===== src/rtl/sim_top_pkg.sv =====
// Shared definitions for the tone player: field widths and the note word layout.
package sim_top_pkg;

  localparam int unsigned DIV_W  = 16;
  localparam int unsigned DUR_W  = 24;
  localparam int unsigned NOTE_W = 40;

  // Note word as sent by the MCU: half-period in clocks, then duration in ticks.
  typedef struct packed {
    logic [DIV_W-1:0] div;
    logic [DUR_W-1:0] dur;
  } note_t;

endpackage


===== src/rtl/tone_gen.sv =====
// Square-wave generator: toggles pwm every div clocks while enabled.
// Ports: clk, nreset (sync, active-high), enable (note playing), restart
// (clear counter and force pwm low), div (half-period in clocks), pwm (output).
module tone_gen #(
  parameter int unsigned DIV_W = 16
) (
  input  logic             clk,
  input  logic             nreset,
  input  logic             enable,
  input  logic             restart,
  input  logic [DIV_W-1:0] div,
  output logic             pwm
);

  logic [DIV_W-1:0] cnt_q, cnt_d;
  logic             pwm_q, pwm_d;

  // Half-period counter; div==0 is a rest and holds pwm low.
  always_comb begin
    cnt_d = cnt_q;
    pwm_d = pwm_q;
    if (restart) begin
      cnt_d = '0;
      pwm_d = 1'b0;
    end else if (enable) begin
      if (div == '0) begin
        cnt_d = '0;
        pwm_d = 1'b0;
      end else if (cnt_q == div - DIV_W'(1)) begin
        cnt_d = '0;
        pwm_d = ~pwm_q;
      end else begin
        cnt_d = cnt_q + DIV_W'(1);
      end
    end
  end

  always_ff @(posedge clk) begin
    if (nreset) begin
      cnt_q <= '0;
      pwm_q <= 1'b0;
    end else begin
      cnt_q <= cnt_d;
      pwm_q <= pwm_d;
    end
  end

  assign pwm = pwm_q;

endmodule


===== src/rtl/sim_top.sv =====
// Tone player top: captures a note word while ce is high, commits it on the
// falling edge of ce and plays it on pwm for dur*DUR_PRESCALE clocks.
// Ports: clk, nreset (sync, active-high), newFlattenedMCUout (note word),
// ce (frame strobe), pwm (square wave), maingMusic (note active).
// Optional build macro SIMTOP_NOTE_QUEUE_EN: one-entry pending note buffer
// instead of restarting on a commit during playback.
module sim_top #(
  parameter int unsigned DIV_W        = sim_top_pkg::DIV_W,
  parameter int unsigned DUR_W        = sim_top_pkg::DUR_W,
  parameter int unsigned DUR_PRESCALE = 1
) (
  input  logic                           clk,
  input  logic                           nreset,
  input  logic [sim_top_pkg::NOTE_W-1:0] newFlattenedMCUout,
  input  logic                           ce,
  output logic                           pwm,
  output logic                           maingMusic
);

  import sim_top_pkg::*;

  localparam int unsigned PRE_W = (DUR_PRESCALE > 1) ? $clog2(DUR_PRESCALE) : 1;

  logic              ce_q, ce_d;
  logic [NOTE_W-1:0] shadow_q, shadow_d;
  logic [DIV_W-1:0]  div_q, div_d;
  logic [DUR_W-1:0]  dur_q, dur_d;
  logic [PRE_W-1:0]  pre_q, pre_d;
  logic              active_q, active_d;

  logic [DIV_W-1:0]  sh_div_c;
  logic [DUR_W-1:0]  sh_dur_c;
  logic              commit_c;
  logic              pre_wrap_c;
  logic              expire_c;
  logic              restart_c;

`ifdef SIMTOP_NOTE_QUEUE_EN
  logic              pend_q, pend_d;
  logic [DIV_W-1:0]  pend_div_q, pend_div_d;
  logic [DUR_W-1:0]  pend_dur_q, pend_dur_d;
`endif

  // Decode the shadow word and detect commit / expiry events.
  always_comb begin
    sh_div_c   = shadow_q[NOTE_W-1 -: DIV_W];
    sh_dur_c   = shadow_q[DUR_W-1:0];
    commit_c   = ce_q & ~ce & (sh_dur_c != '0);
    pre_wrap_c = (pre_q == PRE_W'(DUR_PRESCALE - 1));
    expire_c   = active_q & pre_wrap_c & (dur_q == DUR_W'(1));
  end

  // Next-state for capture, duration countdown and note loading.
  always_comb begin
    ce_d      = ce;
    shadow_d  = ce ? newFlattenedMCUout : shadow_q;
    div_d     = div_q;
    dur_d     = dur_q;
    pre_d     = pre_q;
    active_d  = active_q;
    restart_c = 1'b0;
`ifdef SIMTOP_NOTE_QUEUE_EN
    pend_d     = pend_q;
    pend_div_d = pend_div_q;
    pend_dur_d = pend_dur_q;
`endif

    if (active_q) begin
      pre_d = pre_wrap_c ? '0 : pre_q + PRE_W'(1);
      if (pre_wrap_c) begin
        dur_d = dur_q - DUR_W'(1);
      end
    end

`ifdef SIMTOP_NOTE_QUEUE_EN
    if (expire_c) begin
      restart_c = 1'b1;
      if (pend_q) begin
        div_d    = pend_div_q;
        dur_d    = pend_dur_q;
        pre_d    = '0;
        active_d = 1'b1;
        pend_d   = commit_c;
        if (commit_c) begin
          pend_div_d = sh_div_c;
          pend_dur_d = sh_dur_c;
        end
      end else if (commit_c) begin
        div_d    = sh_div_c;
        dur_d    = sh_dur_c;
        pre_d    = '0;
        active_d = 1'b1;
      end else begin
        active_d = 1'b0;
      end
    end else if (commit_c) begin
      if (active_q) begin
        // Current note keeps playing; a later commit overwrites this one.
        pend_d     = 1'b1;
        pend_div_d = sh_div_c;
        pend_dur_d = sh_dur_c;
      end else begin
        div_d     = sh_div_c;
        dur_d     = sh_dur_c;
        pre_d     = '0;
        active_d  = 1'b1;
        restart_c = 1'b1;
      end
    end
`else
    // A commit always wins, including over a same-cycle expiry.
    if (commit_c) begin
      div_d     = sh_div_c;
      dur_d     = sh_dur_c;
      pre_d     = '0;
      active_d  = 1'b1;
      restart_c = 1'b1;
    end else if (expire_c) begin
      active_d  = 1'b0;
      restart_c = 1'b1;
    end
`endif
  end

  always_ff @(posedge clk) begin
    if (nreset) begin
      ce_q     <= 1'b0;
      shadow_q <= '0;
      div_q    <= '0;
      dur_q    <= '0;
      pre_q    <= '0;
      active_q <= 1'b0;
    end else begin
      ce_q     <= ce_d;
      shadow_q <= shadow_d;
      div_q    <= div_d;
      dur_q    <= dur_d;
      pre_q    <= pre_d;
      active_q <= active_d;
    end
  end

`ifdef SIMTOP_NOTE_QUEUE_EN
  always_ff @(posedge clk) begin
    if (nreset) begin
      pend_q     <= 1'b0;
      pend_div_q <= '0;
      pend_dur_q <= '0;
    end else begin
      pend_q     <= pend_d;
      pend_div_q <= pend_div_d;
      pend_dur_q <= pend_dur_d;
    end
  end
`endif

  tone_gen #(
    .DIV_W (DIV_W)
  ) u_tone_gen (
    .clk     (clk),
    .nreset  (nreset),
    .enable  (active_q),
    .restart (restart_c),
    .div     (div_q),
    .pwm     (pwm)
  );

  assign maingMusic = active_q;

endmodule


===== config.mk =====
export PLATFORM = sky130hd
export DESIGN_NAME = sim_top
export DESIGN_NICKNAME = d
export VERILOG_FILES = /design/src/rtl/sim_top_pkg.sv /design/src/rtl/tone_gen.sv /design/src/rtl/sim_top.sv
export SDC_FILE = /design/constraint.sdc
export NUM_CORES = 1
export LEC_CHECK = 0
export ABC_AREA = 1
export BUFFER_PORTS_ARGS = -buffer_cell sky130_fd_sc_hd__buf_2
export CAP_MARGIN = 0
export CORE_MARGIN = 4
export CORE_UTILIZATION = 30
export CTS_BUF_LIST = sky130_fd_sc_hd__clkbuf_2 sky130_fd_sc_hd__clkbuf_4 sky130_fd_sc_hd__clkbuf_8
export DETAILED_ROUTE_END_ITERATION = 8
export SLEW_MARGIN = 20
export SYNTH_ARGS = -nofsm -noshare
export SYNTH_HDL_FRONTEND = slang
export SYNTH_SLANG_ARGS = --single-unit

===== constraint.sdc =====
create_clock -name clk -period 2.6 [get_ports clk]
set_input_delay 0.13 -clock clk [delete_from_list [all_inputs] [get_ports clk]]
set_output_delay 0.13 -clock clk [all_outputs]
set_load 0.005 [all_outputs]

; Word level (Yosys, flattened, before mapping)
; Index checks and enable logic that the tools add are counted.
[word_totals]
ff_bits = 100
latchBits = 0
mem_bits_rw = 0
romBits = 0
input_bits = 43
out_inout_bits = 2
word_cells = 43
memories = 0
[op_classes]
add_sub_neg = 4
multipliers = 0
div = 0
order_cmp = 0
n_eq_ne = 3
shift = 0
n_mux = 12
n_bitwise = 7
n_reduce_logical = 9
[op_table]
columns = operator, count
row1 = 24-bit two-way mux, 3
row2 = 16-bit two-way mux, 2
row3 = "24-bit by 1-bit equality test with 1-bit output, second input constant", 1
row4 = 24-bit nonzero test, 1
row5 = "24-bit by 1-bit subtractor with 24-bit output, second input constant", 1
row6 = "16-bit by 1-bit adder with 16-bit output, second input constant", 1
row7 = 16-bit equality test, 1
row8 = 16-bit zero test, 1
row9 = "16-bit by 1-bit subtractor with 16-bit output, second input constant", 1
row10 = 1-bit two-way mux, 7
row11 = 2-bit nonzero test, 3
row12 = 1-bit AND, 4
row13 = 2-bit AND reduction, 2
row14 = 2-bit OR reduction, 2
row15 = 1-bit NOT, 3
row16 = "2-bit by 1-bit != test with 1-bit output, second input constant", 1
row17 = "1-bit adder, second input constant", 1

; Depth between registers and ports, before layout
[logic_depth]
depth_word = 6
ltp_mapped = 16
ltp_nobuf = 16

; By module
; A second synthesis with hierarchy kept.
[hier_totals]
cells_unflattened = 830
area_unflattened_um2 = 5485.3
[modules_own_cells]
columns = module, instances, cells_per_inst, area_each_um2, seq_area_each_um2
row1 = sim_top, 1, 563, 3863.7, 1641.6
row2 = tone_gen, 1, 267, 1621.6, 340.3

; Least setup slack after synthesis
; OpenSTA, ideal clock, no wires.
[synth_timing]
kind = register -> register
start = register div_q[0]
end = register u_tone_gen.cnt_q[5]
setup_time_ns = 0.119
arrival_time_ns = 1.724
required_ns = 2.481
path_slack_ns = 0.757
path_stages_with_launch = 14
path_buffers = 1
synth_period_minus_slack_ns = 1.843
cell_sequence = dfxtp_1 inv_1 ha_1 nand2_2 nor2_4 xor2_2 inv_1 nor3_2 nand4_1 nand2_1 nand2_2 nand2_4 buf_12 nor2_2
[synth_via]
elab_chain_len = 4
word_cells_on_any_way = 5
classes_between = add/sub (1) / eq/ne (1) / mux (2) / reduce/logical (1)
[synth_rtl]
columns = element, line
row1 = start: declaration, sim_top.sv:26  ; logic [DIV_W-1:0] div_q, div_d;
row2 = start signal: assignment, sim_top.sv:136  ; div_q <= div_d;
row3 = 16-bit by 1-bit subtractor with 16-bit output, tone_gen.sv:29  ; end else if (cnt_q == div - DIV_W'(1)) begin
row4 = 16-bit equality test, tone_gen.sv:29
row5 = 16-bit two-way mux, tone_gen.sv:29
row6 = 16-bit two-way mux *, tone_gen.sv:26  ; if (div == '0) begin
row7 = end signal: assignment, tone_gen.sv:43  ; cnt_q <= cnt_d;
row8 = end: declaration, tone_gen.sv:15  ; logic [DIV_W-1:0] cnt_q, cnt_d;
; Every way passes the cells marked *; elsewhere a longest branch is shown, timed or not.
; A chain may end at the register's enable or synchronous reset.

; Final worst setup path
[layout_timing]
start = register div_q[0]
end = register u_tone_gen.cnt_q[2]
; The elaborated chain is that of the path after synthesis.

==> metrics.txt <==
outcome finished, final reports clean; Final Max Tran Viols 0; post-route core utilization 0.366; register area share after synthesis 0.384; FFs w/ async S/R, synth 0; Post CTS Setup Buffer Count 0; worst r2r src div_q[0]; CP delay by family, top simple AND/OR/NAND/NOR gates; most common cell in the netlist nor2_1; max frequency between 400 and 500 MHz; unrepaired setup endpoints after global routing no; area leader, netlist dfxtp_1; Worst-Margin Slew between 0.7 and 0.8 ns; Pleak between 2 and 3 nW; CTS Sinks 99; synthesized instance count 767; Cell Pwr Density 579 nW/um^2; Final nets 880; CTS Hold Bufs 29; synth unique cells 34; CTS root buf clkbuf_8; Critical R2R Capture u_tone_gen.cnt_q[2]; Yosys top cell area share 0.384; # diodes 0; number of port buffers 44; Starting Density 0.309; via density per instance roughly 4.7; hpwl dp between 10 and 15 mm; worst skew pair latency 0.38 ns; Starting DRT DRC Count 347; hold path startpoint newFlattenedMCUout[13]; post-DR wirelength/cell 13.1 microns; Die ar. 19400 sq um; Worst path slowest cell dfxtp_1; H-tree levels 3; final wirelength 13.8 mm; Final Power between 3 and 4 mW; TNS Setup 0 ns; pin count of the biggest net entering global routing 38; DRT antenna net count 0; drt drc 0; Post-synth top cells nor2_1 (165), nand2_1 (122), dfxtp_1 (99); initial antenna violation count 0; crit-path cells inv_1 -> ha_1 -> nand2_2 -> nor2_1 -> nand3b_1 -> nand2_1 -> nand3_1 -> nor2_1 -> nand4_1 -> nand2_1 -> nand2_2 -> nand2_4 -> nor2_1; CP Depth 13; Worst EP required 2.87 ns; core area 16700 sq um; TritonRoute pass-1 iters 5; Net Count, Synth 814; Crit path top cell by count nor2_1; Synth Flop Type dfxtp_1; r2r worst-path depth 13; ranking of synthesized cells by area dfxtp_1 (38%), nor2_1 (12%), nand2_1 (8.9%); Setup crit end u_tone_gen.cnt_q[2]; final setup vio count 0; row cnt 47; layout cell share with drive strength beyond 1 0.113; fin crit period 2.09 ns; worst hold slack roughly 0.033 ns; Hold Crit Depth 3; Fin. Hold Viols 0; detailed-route via count roughly 4900; Slew HR 0.510; critical path class register to register; #FFs+latches synth 99; Critical Path Sink Type register; max_cap viols 0; clk_skew 0.0117 ns; CP max stage delay 0.33 ns; Critical path buffers and inverters 1; CTS tree built; finished layout cell area 6110 sq um; cts repair resizes 0; GRT Resource Usage Total 0.148; # IOs 45; Arr. time, crit path between 2 and 2.5 ns; worst-path fanout max 13; global-route wire length before repair around 24 mm; die outline width 139 microns; Worst setup startpoint div_q[0]; Syn. warnings 0; vias in the first global route 4916; P&R area growth vs syn 18.4%; die span in y 139 microns; Hold Path Class input pin to register; number of buffers created by CTS 9; Synth Area per Inst 6.73 sq um; Post-Syn Area 5160 sq um; placed cell area 5610 sq um; Final period util 0.803; gpl congestion between 0.8 and 0.9; Post-synth EDFFs 0; Clock transition at path regs 0.10 ns; Max clock buf depth 2; VDD IR max approximately 0.00033 V; startpoint types register; total grt overflow 0; flop-to-flop setup slack 0.51 ns
[routing by layer]
metal / up-vias / wire length [microns] / global-route usage
li1: 2593 / - / -
met2: 105 / 6610 / 0.255
met3: 8 / 581 / 0.0341
met1: 2225 / 6510 / 0.190
met4: 0 / 124 / 0.0299
met5: - / 0 / 0
[power breakdown]
group | total [mW] | internal [mW] | switching (mW)
Clock | 1.04 | 0.463 | 0.580
Sequential | 1.67 | 1.60 | 0.0700
Combinational | 0.822 | 0.317 | 0.505
Total | 3.54 | 2.38 | 1.16
[per-stage QoR]
step / setup WS [ns] / cells
finish: 0.512 / 1058
global route: 0.187 / 1058
CTS: 0.504 / 1058
detailed placement: 0.525 / 1013
global placement: 0.539 / 1013
floorplan: 0.757 / 767
[placed cells by master, fill, tap and decap left out, types with 3 or more instances in the layout]
| master | Yosys | layout |
|---|---|---|
| dlygate4sd3_1 | 0 | 29 |
| nor3_1 | 13 | 13 |
| inv_1 | 82 | 82 |
| dfxtp_1 | 99 | 99 |
| nand2_1 | 122 | 122 |
| o21ai_0 | 73 | 73 |
| nor2_1 | 165 | 165 |
| nand3_1 | 38 | 38 |
| nand3b_1 | 6 | 6 |
| nor2_2 | 12 | 12 |
| nor4_1 | 3 | 3 |
| o221ai_1 | 3 | 3 |
| a21oi_1 | 35 | 35 |
| xnor2_1 | 11 | 11 |
| ha_1 | 4 | 4 |
| xor2_1 | 27 | 27 |
| buf_2 | 3 | 44 |
| clkbuf_8 | 0 | 9 |
| o22ai_1 | 9 | 9 |
| nand4_1 | 10 | 10 |
| buf_4 | 0 | 10 |
| o211ai_1 | 5 | 5 |
| nand2_2 | 5 | 5 |
[worst reg2reg max path: stages (launching register included)]
cell	delay, ns
dfxtp_1	0.33
inv_1	0.17
ha_1	0.26
nand2_2	0.13
nor2_1	0.21
nand3b_1	0.10
nand2_1	0.08
nand3_1	0.07
nor2_1	0.13
nand4_1	0.09
nand2_1	0.08
nand2_2	0.07
nand2_4	0.19
nor2_1	0.06
[worst min-delay path by stage]
stage              endpoint  slack (ns)
2_1_floorplan     dur_q[20]        0.20
3_3_place_gp   shadow_q[34]        0.35
3_5_place_dp   shadow_q[34]        0.36
4_1_cts        shadow_q[13]       0.001
5_1_grt        shadow_q[13]        0.02
6_report       shadow_q[13]        0.03
[sequential cells by signal, summed over array words and instances (netlist names)]
signal,flops
u_tone_gen.cnt_q,16
div_q,16
ce_q,1
maingMusic,1
dur_q,24
shadow_q,40
u_tone_gen.pwm,1
[kinds of logic after synthesis]
group           synth area share
fa+ha+maj                0.00970
simple gates               0.315
compound gates             0.137
buf+inv                   0.0861
xor+xnor                  0.0676
flops                      0.384
[final cells by class]
type	instances	area [sq um]
clock buffer	9	124
clock inverter	7	87.6
fill	1833	10600
inverter	85	319
multi-input combinational	555	2740
sequential	99	1980
tap	220	275
timing repair buffer	83	586
No activity file was read; power rests on OpenSTA's default activity.
